===== src/rtl/uart_rx_param.sv =====
// Parametrised UART receive engine: 2-flop synchroniser, 3-sample majority
// vote, optional parity, 1 or 2 stop bits, framing/parity/break detection.
module uart_rx_param #(
    parameter int DATA_BITS  = 8,
    parameter int OVERSAMPLE = 16,
    parameter int PARITY_EN  = 0,
    parameter int PARITY_ODD = 0,
    parameter int STOP_BITS  = 1
) (
    input  logic                 clk,
    input  logic                 rst_n,
    input  logic                 s_tick,
    input  logic                 rx,
    output logic [DATA_BITS-1:0] dout,
    output logic                 dout_valid,
    output logic                 parity_err,
    output logic                 frame_err,
    output logic                 break_det,
    output logic                 busy
);

    localparam int CW = $clog2(OVERSAMPLE);
    localparam int BW = $clog2(DATA_BITS);

    localparam logic [CW-1:0] CNT_LAST = CW'(OVERSAMPLE - 1);
    localparam logic [CW-1:0] CNT_S1   = CW'(OVERSAMPLE - 2);
    localparam logic [CW-1:0] CNT_S0   = CW'(OVERSAMPLE - 3);
    localparam logic [CW-1:0] CNT_MID  = CW'(OVERSAMPLE / 2 - 1);
    localparam logic [BW-1:0] BIT_LAST = BW'(DATA_BITS - 1);
    localparam logic [BW-1:0] STP_LAST = BW'(STOP_BITS - 1);
    localparam logic          PAR_ON   = (PARITY_EN != 0);
    localparam logic          PAR_ODD  = (PARITY_ODD != 0);

    typedef enum logic [2:0] {
        S_IDLE,
        S_START,
        S_DATA,
        S_PARITY,
        S_STOP,
        S_BREAK
    } state_t;

    state_t state, state_nxt;

    logic                 sync1, rxs;
    logic [CW-1:0]        tick_cnt, tick_nxt;
    logic [BW-1:0]        bit_cnt, bit_nxt;
    logic [1:0]           smp;
    logic [DATA_BITS-1:0] shreg, sh_nxt;
    logic                 par_bit, par_nxt;
    logic                 ferr_acc, ferr_nxt;
    logic [DATA_BITS-1:0] dout_nxt;
    logic                 valid_nxt, perr_nxt, fo_nxt, brk_nxt;
    logic                 voted, last_tick, frame_bad, par_calc;

    assign voted     = (smp[0] & smp[1]) | (smp[0] & rxs) | (smp[1] & rxs);
    assign last_tick = s_tick && (tick_cnt == CNT_LAST);
    assign frame_bad = ferr_acc | ~voted;
    assign par_calc  = (^shreg) ^ PAR_ODD;
    assign busy      = (state != S_IDLE);

    always_ff @(posedge clk or negedge rst_n) begin
        if (!rst_n) begin
            sync1 <= 1'b1;
            rxs   <= 1'b1;
        end else begin
            sync1 <= rx;
            rxs   <= sync1;
        end
    end

    // First two votes are captured here; the third is the live rxs.
    always_ff @(posedge clk or negedge rst_n) begin
        if (!rst_n) begin
            smp <= 2'b11;
        end else begin
            if (s_tick && tick_cnt == CNT_S0) smp[0] <= rxs;
            if (s_tick && tick_cnt == CNT_S1) smp[1] <= rxs;
        end
    end

    always_ff @(posedge clk or negedge rst_n) begin
        if (!rst_n) begin
            state      <= S_IDLE;
            tick_cnt   <= '0;
            bit_cnt    <= '0;
            shreg      <= '0;
            par_bit    <= 1'b0;
            ferr_acc   <= 1'b0;
            dout       <= '0;
            dout_valid <= 1'b0;
            parity_err <= 1'b0;
            frame_err  <= 1'b0;
            break_det  <= 1'b0;
        end else begin
            state      <= state_nxt;
            tick_cnt   <= tick_nxt;
            bit_cnt    <= bit_nxt;
            shreg      <= sh_nxt;
            par_bit    <= par_nxt;
            ferr_acc   <= ferr_nxt;
            dout       <= dout_nxt;
            dout_valid <= valid_nxt;
            parity_err <= perr_nxt;
            frame_err  <= fo_nxt;
            break_det  <= brk_nxt;
        end
    end

    always_comb begin
        state_nxt = state;
        tick_nxt  = s_tick ? tick_cnt + CW'(1) : tick_cnt;
        bit_nxt   = bit_cnt;
        sh_nxt    = shreg;
        par_nxt   = par_bit;
        ferr_nxt  = ferr_acc;
        dout_nxt  = dout;
        perr_nxt  = parity_err;
        fo_nxt    = frame_err;
        valid_nxt = 1'b0;
        brk_nxt   = 1'b0;

        unique case (state)
            S_IDLE: begin
                tick_nxt = '0;
                if (s_tick && !rxs) state_nxt = S_START;
            end
            S_START: begin
                if (s_tick && tick_cnt == CNT_MID)
                    state_nxt = rxs ? S_IDLE : S_DATA;
            end
            S_DATA: begin
                if (last_tick) begin
                    sh_nxt   = {voted, shreg[DATA_BITS-1:1]};
                    bit_nxt  = bit_cnt + BW'(1);
                    tick_nxt = '0;
                    if (bit_cnt == BIT_LAST) begin
                        bit_nxt   = '0;
                        state_nxt = PAR_ON ? S_PARITY : S_STOP;
                    end
                end
            end
            S_PARITY: begin
                if (last_tick) begin
                    par_nxt   = voted;
                    state_nxt = S_STOP;
                end
            end
            S_STOP: begin
                if (last_tick) begin
                    ferr_nxt = frame_bad;
                    bit_nxt  = bit_cnt + BW'(1);
                    tick_nxt = '0;
                    if (bit_cnt == STP_LAST) begin
                        bit_nxt   = '0;
                        ferr_nxt  = 1'b0;
                        dout_nxt  = shreg;
                        perr_nxt  = PAR_ON && (par_bit != par_calc);
                        fo_nxt    = frame_bad;
                        valid_nxt = 1'b1;
                        // All-zero frame with a low stop bit is a held-low line.
                        if (frame_bad && shreg == '0 && !(PAR_ON && par_bit)) begin
                            brk_nxt   = 1'b1;
                            state_nxt = S_BREAK;
                        end else begin
                            state_nxt = S_IDLE;
                        end
                    end
                end
            end
            S_BREAK: begin
                tick_nxt = '0;
                if (s_tick && rxs) state_nxt = S_IDLE;
            end
            default: state_nxt = S_IDLE;
        endcase

        if (state_nxt != state) tick_nxt = '0;
    end

endmodule

===== config.mk =====
export PLATFORM = sky130hd
export DESIGN_NAME = uart_rx_param
export DESIGN_NICKNAME = d
export VERILOG_FILES = /design/src/rtl/uart_rx_param.sv
export SDC_FILE = /design/constraint.sdc
export NUM_CORES = 1
export LEC_CHECK = 0
export ABC_AREA = 1
export ABC_CLOCK_PERIOD_IN_PS = 1500
export CAP_MARGIN = 0
export CORE_AREA = 2 2 80 82
export DETAILED_ROUTE_END_ITERATION = 7
export DIE_AREA = 0 0 82 84
export PLACE_DENSITY = 0.5
export SLEW_MARGIN = 10
export SYNTH_ARGS = -nofsm -noshare
export SYNTH_HDL_FRONTEND = slang
export SYNTH_SLANG_ARGS = --single-unit

===== constraint.sdc =====
create_clock -name clk -period 1.5 [get_ports clk]
set_input_delay 0.45 -clock clk [delete_from_list [all_inputs] [get_ports clk]]
set_output_delay 0.45 -clock clk [all_outputs]
set_load 0.02 [all_outputs]

==> flow_summary.json, run 1 <==
{
  "drtIter0Drc": 31,
  "critPathCaptureType": "flip-flop",
  "grt_usage_pct": 10.9,
  "ys_warn_count": 0,
  "grt_overflow": 0,
  "layout_commonest_cell": "nand2_1",
  "syn_nets": 215,
  "crit_path_max_fanout": 5,
  "clk_latency_ns": 0.29,
  "cp_cell_sequence": "buf_4 -> inv_2 -> nand3_2 -> nand2_1 -> nand2_1 -> nand2_1 -> nand3_2 -> nor2_4 -> nand4_4 -> nor2_2",
  "drv_slew": 0,
  "avgRoutedWirePerCell_um": 10.5,
  "r2r_cells": 10,
  "routed_wl_um": 3390,
  "chipWidth_um": 82,
  "final_cell_mix": "nand2_1 (40), dfrtp_1 (30), inv_1 (21)",
  "drive_above_1_share_pct": 35.9,
  "core_area_mm2": 0.00610,
  "multi_input_area_um2": 836,
  "clock_sink_count": 34,
  "vias_per_cell": 4.25,
  "critPathLaunchType": "flip-flop",
  "min_path_type": "flip-flop to flip-flop",
  "clk_pin_slew_ns": 0.07,
  "hold_viol_final": 0,
  "drtPass1Iterations": 4,
  "grt_pass1_wl_um": 5780,
  "p_total_uw": 2730,
  "nFillCells": 612,
  "diodes": 0,
  "ys_seq_elements": 34,
  "cts_buffers": 5,
  "setup_viol": 1,
  "tns_ns": -0.0188,
  "rsz0062_at_grt": "true",
  "p_leak_uw": 0.00121,
  "initial_core_util_pct": 28.8,
  "gp_congestion": 0.861,
  "r2r-end": "tick_cnt[3]",
  "ys.flop_type": "dfrtp_1",
  "synth-edff-count": 0,
  "cts_tree": "yes",
  "regToRegSetupSlack_ns": -0.02,
  "maxCapViolations": 0,
  "vias": 1369,
  "hold_end": "rxs",
  "ctsHoldBuffers": 0,
  "powerDensity_mw_per_mm2": 1160,
  "final_cell_area_mm2": 0.00236,
  "hp-start": "sync1",
  "fmax_mhz": 658,
  "whs_path_depth": 0,
  "htree_levels": 2,
  "slowest_stage": "dfrtp_1",
  "fin_crit_sh_pct": 101,
  "violations": "negative setup slack",
  "nNetsFinal": 254,
  "ff_latch_area_um2": 856,
  "grt_pass1_vias": 1340,
  "placed_cell_area_mm2": 0.00213,
  "synth.distinct_cells": 29,
  "status": "complete, but fails checks",
  "antenna_found_initial": 0,
  "die-area_mm2": 0.00689,
  "root_buffer": "clkbuf_8",
  "ir_worst_vdd_mv": 0.520,
  "fin_ws_ns": -0.0188,
  "synthArstFlopShare_pct": 100,
  "fin_skew_ns": 0.0118,
  "syn2layout_area_growth_pct": 34.6,
  "syn_avg_cell_area_um2": 8.56,
  "critPathArrivalTime_ns": 1.74,
  "hold-worst-slack_ns": 0.353,
  "required_ns": 1.72,
  "drc": 0,
  "grt_max_degree": 21,
  "path_common_cell": "nand2_1",
  "syn_inst": 205,
  "seq_area_frac_synth_pct": 48.8,
  "critPathMaxStageDelay_ns": 0.39,
  "dp.final_hpwl_um": 2540,
  "numPortBuffers": 15,
  "ant_nets": 0,
  "cts_buffer_depth": 2,
  "syn_area_mm2": 0.00175,
  "finalCriticalPeriod_ns": 1.52,
  "r2r_start": "state[0]",
  "die_h_um": 84,
  "io_pins": 17,
  "critPathKind": "flip-flop to flip-flop",
  "fp-row-count": 29
}
-- where the power goes --
group          leakage [µW]  internal [µW]  switching (µW)
combinational      0.000751            305             380
clock             0.0000683            666             352
sequential         0.000391            974            51.2
total               0.00121           1940             783
-- Yosys cell counts, types with 2 or more instances --
cell	n	area share (%)
nand2_1	42	9.0
dfrtp_1	30	43
inv_1	23	4.9
nand3_1	15	4.3
nor2_1	15	3.2
o21ai_0	14	4.0
nand2_2	9	3.2
o21ai_1	9	2.6
inv_2	7	1.5
ha_1	6	4.3
nor2_2	5	1.8
dfstp_2	4	6.0
nand2_4	3	1.9
nand4_1	3	1.1
nor2_4	3	1.9
buf_2	2	0.57
clkinv_2	2	0.57
xor2_1	2	1.0
-- metal layers --
metal / GRT usage, % / part of all wire (%) / up-vias
met2: 17.1 / 47 / 19
met3: 2.92 / 4.0 / 9
li1: - / - / 713
met4: 4.09 / 1.9 / 0
met5: 0 / 0 / -
met1: 14.1 / 47 / 628
-- cell families after synthesis --
group / share of synthesized area [%]
AOI/OAI and AO/OA: 7.70
xor gates and xnor gates: 1.50
adders and majority gates: 4.28
buffers and inverters: 8.84
DFF: 48.8
other: 0.214
and+or+nand+nor: 28.7
-- sequential cells by signal, indices dropped and copies added, names as in the netlist --
register	cells
bit_cnt	3
ferr_acc	1
state	3
smp	2
rxs	1
break_det	1
dout_valid	1
tick_cnt	4
dout	8
frame_err	1
shreg	8
sync1	1
-- worst max-delay path by stage --
| stage | from | slack (ns) | cells after the start | end |
|---|---|---|---|---|
| 2_1_floorplan | tick_cnt[0] | 0.02 | 10 | tick_cnt[0] |
| 3_3_place_gp | s_tick | -0.52 | 10 | tick_cnt[1] |
| 3_5_place_dp | s_tick | -0.56 | 10 | tick_cnt[1] |
| 4_1_cts | bit_cnt[0] | 0.002 | 8 | tick_cnt[2] |
| 5_1_grt | tick_cnt[0] | -0.13 | 10 | tick_cnt[3] |
| 6_report | state[0] | -0.02 | 10 | tick_cnt[3] |
-- stage by stage --
| step | cells | setup WS, ns | util (%) |
|---|---|---|---|
| floorplan | 205 | 0.0246 | - |
| global placement | 312 | -0.516 | 34.9 |
| detailed placement | 312 | -0.555 | 34.9 |
| CTS | 320 | 0.00224 | 37.8 |
| global route | 322 | -0.127 | 38.7 |
| finish | 322 | -0.0188 | 38.7 |
-- layout make-up --
class                      count  area share, %
tap                           77           4.08
clock buffer                   5           2.91
inverter                      33           5.62
multi-input combinational    134           35.4
timing repair buffer          36           12.8
clock inverter                 3           2.91
sequential                    34           36.2
-- worst max-delay path, delay by kind of cell, from the launching register on --
family	cells	cell delay (ns)
buffers and inverters	2	0.24
DFF	1	0.39
and+or+nand+nor	8	0.82
-- repair_timing --
action	4_1_cts	5_1_grt
endpoints found under the setup margin	40	8
buffers inserted	0	2
pin swaps	10	11
gates resized for setup	31	15
(Power assumes the default switching activity.)
==> run 2: changes to the inputs <==
--- a/config.mk
+++ b/config.mk
@@ -8,9 +8,9 @@
 export ABC_AREA = 1
 export ABC_CLOCK_PERIOD_IN_PS = 1500
 export CAP_MARGIN = 0
-export CORE_AREA = 2 2 80 82
+export CORE_AREA = 3 3 81 83
 export DETAILED_ROUTE_END_ITERATION = 7
-export DIE_AREA = 0 0 82 84
+export DIE_AREA = 0 0 84 86
 export PLACE_DENSITY = 0.5
 export SLEW_MARGIN = 10
 export SYNTH_ARGS = -nofsm -noshare
==> run 2 against run 1 <==
The run still ends with negative setup slack left. Critical path depth is the same. Global-route usage shrank 0.27 points. Clock power shrank 31%. Combinational power grew 2%. Sequential share of layout area grew 0.72 points. Utilization grew 0.36 points. Clock skew shrank 0.0037 ns. Total power shrank 11%.
==> flow_summary.json, run 2 (synthesized netlist as in run 1, its figures left out) <==
{
  "crit_path_max_fanout": 4,
  "diodes": 0,
  "status": "complete, but fails checks",
  "fp-row-count": 28,
  "p_comb_share_pct": 28.8,
  "fmax_mhz": 665,
  "clk_latency_ns": 0.29,
  "vias": 1367,
  "p_total_uw": 2430,
  "initial_core_util_pct": 29.6,
  "nFillCells": 632,
  "root_buffer": "clkbuf_8",
  "required_ns": 1.68,
  "p_leak_uw": 0.00121,
  "netSwitchingFraction_pct": 31.1,
  "clk_pin_slew_ns": 0.07,
  "vias_per_cell": 4.26,
  "drtIter0Drc": 32,
  "netSwitchingPower_uw": 756,
  "cp_cell_sequence": "ha_4 -> nand2_4 -> nor2_4 -> nand2_1 -> nand2_1 -> nand2_1 -> a21oi_1 -> nor2_2 -> nand4_4 -> nor2_1",
  "critPathLaunchType": "flip-flop",
  "maxCapViolations": 0,
  "antenna_found_initial": 0,
  "ctsHoldBuffers": 0,
  "critPathCaptureType": "flip-flop",
  "min_path_type": "flip-flop to flip-flop",
  "layout_commonest_cell": "nand2_1",
  "hold_viol_final": 0,
  "p_seq_share_pct": 42.2,
  "powerDensity_mw_per_mm2": 1050,
  "final_cells": 321,
  "syn2layout_area_growth_pct": 32.0,
  "final_cell_mix": "nand2_1 (42), dfrtp_1 (30), inv_1 (20), buf_4 (20), nor2_2 (13)",
  "clock_sink_count": 34,
  "numPortBuffers": 15,
  "finalCriticalPeriod_ns": 1.50,
  "cts_buffer_depth": 2,
  "dp.final_hpwl_um": 2570,
  "setup_viol": 1,
  "critPathKind": "flip-flop to flip-flop",
  "die_h_um": 86,
  "nNetsFinal": 255,
  "drive_above_1_share_pct": 34.6,
  "clkPwrFrac_pct": 29.0,
  "grt_pass1_wl_um": 6090,
  "chipWidth_um": 84,
  "fin_crit_sh_pct": 100,
  "ant_nets": 0,
  "finalCoreUtilization_pct": 39.1,
  "ir_worst_vdd_mv": 0.515,
  "drv_slew": 0,
  "grt_usage_pct": 10.6,
  "routed_wl_um": 3540,
  "top_regs": "dout x8, shreg x8, tick_cnt x4",
  "hold-worst-slack_ns": 0.367,
  "placed_cells": 310,
  "cts_buffers": 5,
  "grt_pass1_vias": 1394,
  "drtPass1Iterations": 4,
  "io_pins": 17,
  "core_area_mm2": 0.00592,
  "fin_skew_ns": 0.00811,
  "critPathMaxStageDelay_ns": 0.40,
  "rsz0062_at_grt": "true",
  "gp_congestion": 0.853,
  "slowest_stage": "dfrtp_1",
  "drc": 0,
  "cts_tree": "yes",
  "critPathArrivalTime_ns": 1.68,
  "grt_overflow": 0,
  "path_common_cell": "nand2_1",
  "fin_ws_ns": -0.00339,
  "avgRoutedWirePerCell_um": 11.0,
  "p_int_uw": 1670,
  "die-area_mm2": 0.00722,
  "violations": "negative setup slack",
  "grt_max_degree": 35,
  "htree_levels": 2
}
==> run 2: cell types whose count changed in the layout (fill, tap and decap cells not counted), sizes merged <==
| cell | before | now |
|---|---|---|
| bufinv | 2 | 0 |
| clkinv | 3 | 4 |
| dlygate4sd2 | 10 | 11 |
| clkdlybuf4s15 | 2 | 1 |
| buf | 22 | 23 |
| inv | 31 | 30 |
| clkbuf | 5 | 7 |
==> run 2: layer usage <==
| layer | vias to the layer above | wire, µm | global-route usage [%] |
|---|---|---|---|
| met2 | 16 | 1670 | 17.1 |
| li1 | 718 | - | - |
| met1 | 628 | 1680 | 13.4 |
| met5 | - | 0 | 0 |
| met3 | 5 | 137 | 3.65 |
| met4 | 0 | 53 | 3.51 |
==> run 2: critical path: cells and delay by family (launching register included) <==
kind	cells	cell delay [ns]
compound gates	1	0.14
fa+ha+maj	1	0.17
flops	1	0.40
simple gates	8	0.67
==> run 2: worst paths after layout <==
path / from / to / slack, ns / cells past startpoint
min in group asynchronous: rst_n / tick_cnt[2] / 0.53 / 2
setup reg to reg: tick_cnt[0] / tick_cnt[1] / -0.003 / 10
hold reg to reg: sync1 / rxs / 0.37 / 0
max in group asynchronous: rst_n / smp[0] / 0.72 / 2
setup / recovery: tick_cnt[0] / tick_cnt[1] / -0.003 / 10
hold / removal: sync1 / rxs / 0.37 / 0
==> run 2: power groups by stage <==
stage | clock, µW | sequential [µW] | combinational (µW)
after floorplan | 0 | 1050 | 349
after global placement | 0 | 1030 | 588
after detailed placement | 0 | 1030 | 591
after CTS | 741 | 1010 | 648
after global routing | 794 | 1030 | 776
final | 703 | 1020 | 698
==> run 2: area by class of cell <==
cell class	instances	area (µm²)	area share (%)
timing repair buffer	37	313	13.5
inverter	33	131	5.68
multi-input combinational	134	830	35.8
clock inverter	1	5.00	0.216
tap	75	93.8	4.05
sequential	34	856	37.0
clock buffer	7	86.3	3.73
==> run 2: per-stage QoR <==
stage / cell area [µm²] / setup WS, ns / setup TNS [ns]
after global placement: 2120 / -0.527 / -13.77
after global routing: 2310 / -0.107 / -0.553
after floorplan: 1750 / 0.0246 / 0
after CTS: 2250 / -0.00184 / -0.00184
after detailed placement: 2120 / -0.570 / -14.26
final: 2310 / -0.00339 / -0.00339
==> run 2: timing repair <==
action                     CTS  global route
setup buffers                1             2
resized for setup           29            17
pin swaps                   11             9
setup endpoints to repair   40            16
==> run 3: changes to the inputs <==
--- a/config.mk
+++ b/config.mk
@@ -11,6 +11,7 @@
 export CORE_AREA = 3 3 81 83
 export DETAILED_ROUTE_END_ITERATION = 7
 export DIE_AREA = 0 0 84 86
+export GPL_TIMING_DRIVEN = 0
 export PLACE_DENSITY = 0.5
 export SLEW_MARGIN = 10
 export SYNTH_ARGS = -nofsm -noshare
==> run 3 against run 2 <==
Worst setup slack got worse by 0.0082 ns. Cell area up 5.7%. The run still ends with negative setup slack left. Largest power group unchanged. Largest cell class is now multi-input gates. Clock power fell by 1%.
==> flow_summary.json, run 3 (synthesized netlist as in run 1, its figures left out) <==
{
  "status": "complete, but fails checks",
  "violations": "negative setup slack",
  "die_h_um": 86,
  "clk_latency_ns": 0.28,
  "slowest_stage": "dfrtp_1",
  "rsz0062_at_grt": "true",
  "required_ns": 1.67,
  "fin_ws_ns": -0.0116,
  "multi_input_area_um2": 941,
  "root_buffer": "clkbuf_8",
  "p_comb_share_pct": 29.2,
  "htree_levels": 2,
  "final_cell_mix": "nand2_1 (28), dfrtp_1 (27), inv_1 (20), nand2_2 (20)",
  "drtIter0Drc": 52,
  "relSlewSlack_pct": 49.1,
  "numPortBuffers": 14,
  "dp.final_hpwl_um": 2380,
  "powerDensity_mw_per_mm2": 1000,
  "min_path_type": "input port to asynchronous set/reset pin",
  "ant_nets": 0,
  "p_leak_uw": 0.00122,
  "netSwitchingPower_uw": 783,
  "chipWidth_um": 84,
  "critPathCaptureType": "flip-flop",
  "cts_buffer_depth": 2,
  "diodes": 0,
  "cp_cell_sequence": "ha_4 -> nand2_4 -> nor2_4 -> nand2_4 -> nor2_4 -> nand2_2 -> nand2_2 -> nand2_2 -> nand4_4 -> nor2_1",
  "maxCapViolations": 0,
  "avgRoutedWirePerCell_um": 11.8,
  "r2r_start": "tick_cnt[1]",
  "critPathMaxStageDelay_ns": 0.40,
  "p_int_uw": 1660,
  "r2r-end": "tick_cnt[2]",
  "nFillCells": 595,
  "ir_worst_vdd_mv": 0.373,
  "core_area_mm2": 0.00592,
  "tns_ns": -0.0506,
  "syn2layout_area_growth_pct": 39.4,
  "critPathKind": "flip-flop to flip-flop",
  "layout_commonest_cell": "nand2_1",
  "cts_buffers": 5,
  "p_total_uw": 2450,
  "netSwitchingFraction_pct": 32.0,
  "clk_pin_slew_ns": 0.07,
  "grt_pass1_wl_um": 6160,
  "routed_wl_um": 3780,
  "drtPass1Iterations": 4,
  "grt_pass1_vias": 1325,
  "ff_latch_area_um2": 860,
  "hold_viol_final": 0,
  "fin_skew_ns": 0.00309,
  "finalCriticalPeriod_ns": 1.51,
  "drc": 0,
  "grt_overflow": 0,
  "fp-row-count": 28,
  "clock_sink_count": 34,
  "drv_slew": 0,
  "critPathArrivalTime_ns": 1.69,
  "die-area_mm2": 0.00722,
  "regToRegSetupSlack_ns": -0.01,
  "fin_crit_sh_pct": 101,
  "grt_usage_pct": 10.7,
  "final_cells": 320,
  "setup_viol": 6,
  "nNetsFinal": 254,
  "top_regs": "dout x8, shreg x8, tick_cnt x4",
  "gp_congestion": 0.820,
  "clkPwrFrac_pct": 28.3,
  "tightest_slew_ns": 0.764,
  "placed_cells": 294,
  "grt_max_degree": 35,
  "vias": 1411,
  "path_common_cell": "nand2_2",
  "drive_above_1_share_pct": 44.9,
  "antenna_found_initial": 0,
  "io_pins": 17,
  "cts_tree": "yes",
  "p_seq_share_pct": 42.5,
  "initial_core_util_pct": 29.6,
  "r2r_cells": 10,
  "fmax_mhz": 662,
  "critPathLaunchType": "flip-flop",
  "crit_path_max_fanout": 4,
  "hold-worst-slack_ns": 0.240,
  "finalCoreUtilization_pct": 41.3,
  "vias_per_cell": 4.41
}
## run 3: per-stage QoR
stage          cell area [µm²]  setup WS [ns]
2_1_floorplan             1750         0.0246
3_3_place_gp              1990         -0.842
3_5_place_dp              1980         -0.195
4_1_cts                   2210        -0.0268
5_1_grt                   2450         -0.137
6_report                  2450        -0.0116
## run 3: how the worst max path moves through the flow
stage / startpoint / endpoint / slack [ns] / cells past startpoint
2_1_floorplan: tick_cnt[0] / tick_cnt[0] / 0.02 / 10
3_3_place_gp: rst_n / bit_cnt[0] / -0.84 / 1
3_5_place_dp: tick_cnt[0] / dout[3] / -0.19 / 9
4_1_cts: state[0] / tick_cnt[1] / -0.03 / 10
5_1_grt: tick_cnt[1] / tick_cnt[2] / -0.14 / 10
6_report: tick_cnt[1] / tick_cnt[2] / -0.01 / 10
## run 3: cell type report
cell class                 count  area share [%]
buffer                         4            1.59
multi-input combinational    134            38.5
clock inverter                 1           0.205
tap                           75            3.84
sequential                    34            35.1
clock buffer                   7            3.53
inverter                      33            5.52
timing repair buffer          32            11.7
## run 3: power groups by stage
stage | Sequential, µW | Clock, µW | Combinational (µW)
after global routing | 1040 | 770 | 795
after floorplan | 1050 | 0 | 349
after global placement | 1070 | 0 | 450
after detailed placement | 1070 | 0 | 443
after CTS | 1030 | 724 | 598
final | 1040 | 693 | 714
## run 3: timing repair
item                       4_1_cts  5_1_grt
hold buffers                     0        0
gates resized for setup         35       49
buffers inserted                11        6
setup endpoints to repair       36       26
pin swaps                        9       21
cloned                           0        1
hold endpoints to repair         0        0
## run 3: routing by layer
metal,part of all wire (%),up-vias,track usage [%]
met4,1.7,0,3.80
met1,45,665,13.0
met2,49,18,17.5
met3,3.7,7,3.84
met5,0,-,0
li1,-,721,-
## run 3: critical path: cells and delay by family, from the launching register on
| family | cells | cell delay (ns) |
|---|---|---|
| simple gates | 9 | 0.84 |
| flops | 1 | 0.40 |
| fa+ha+maj | 1 | 0.17 |
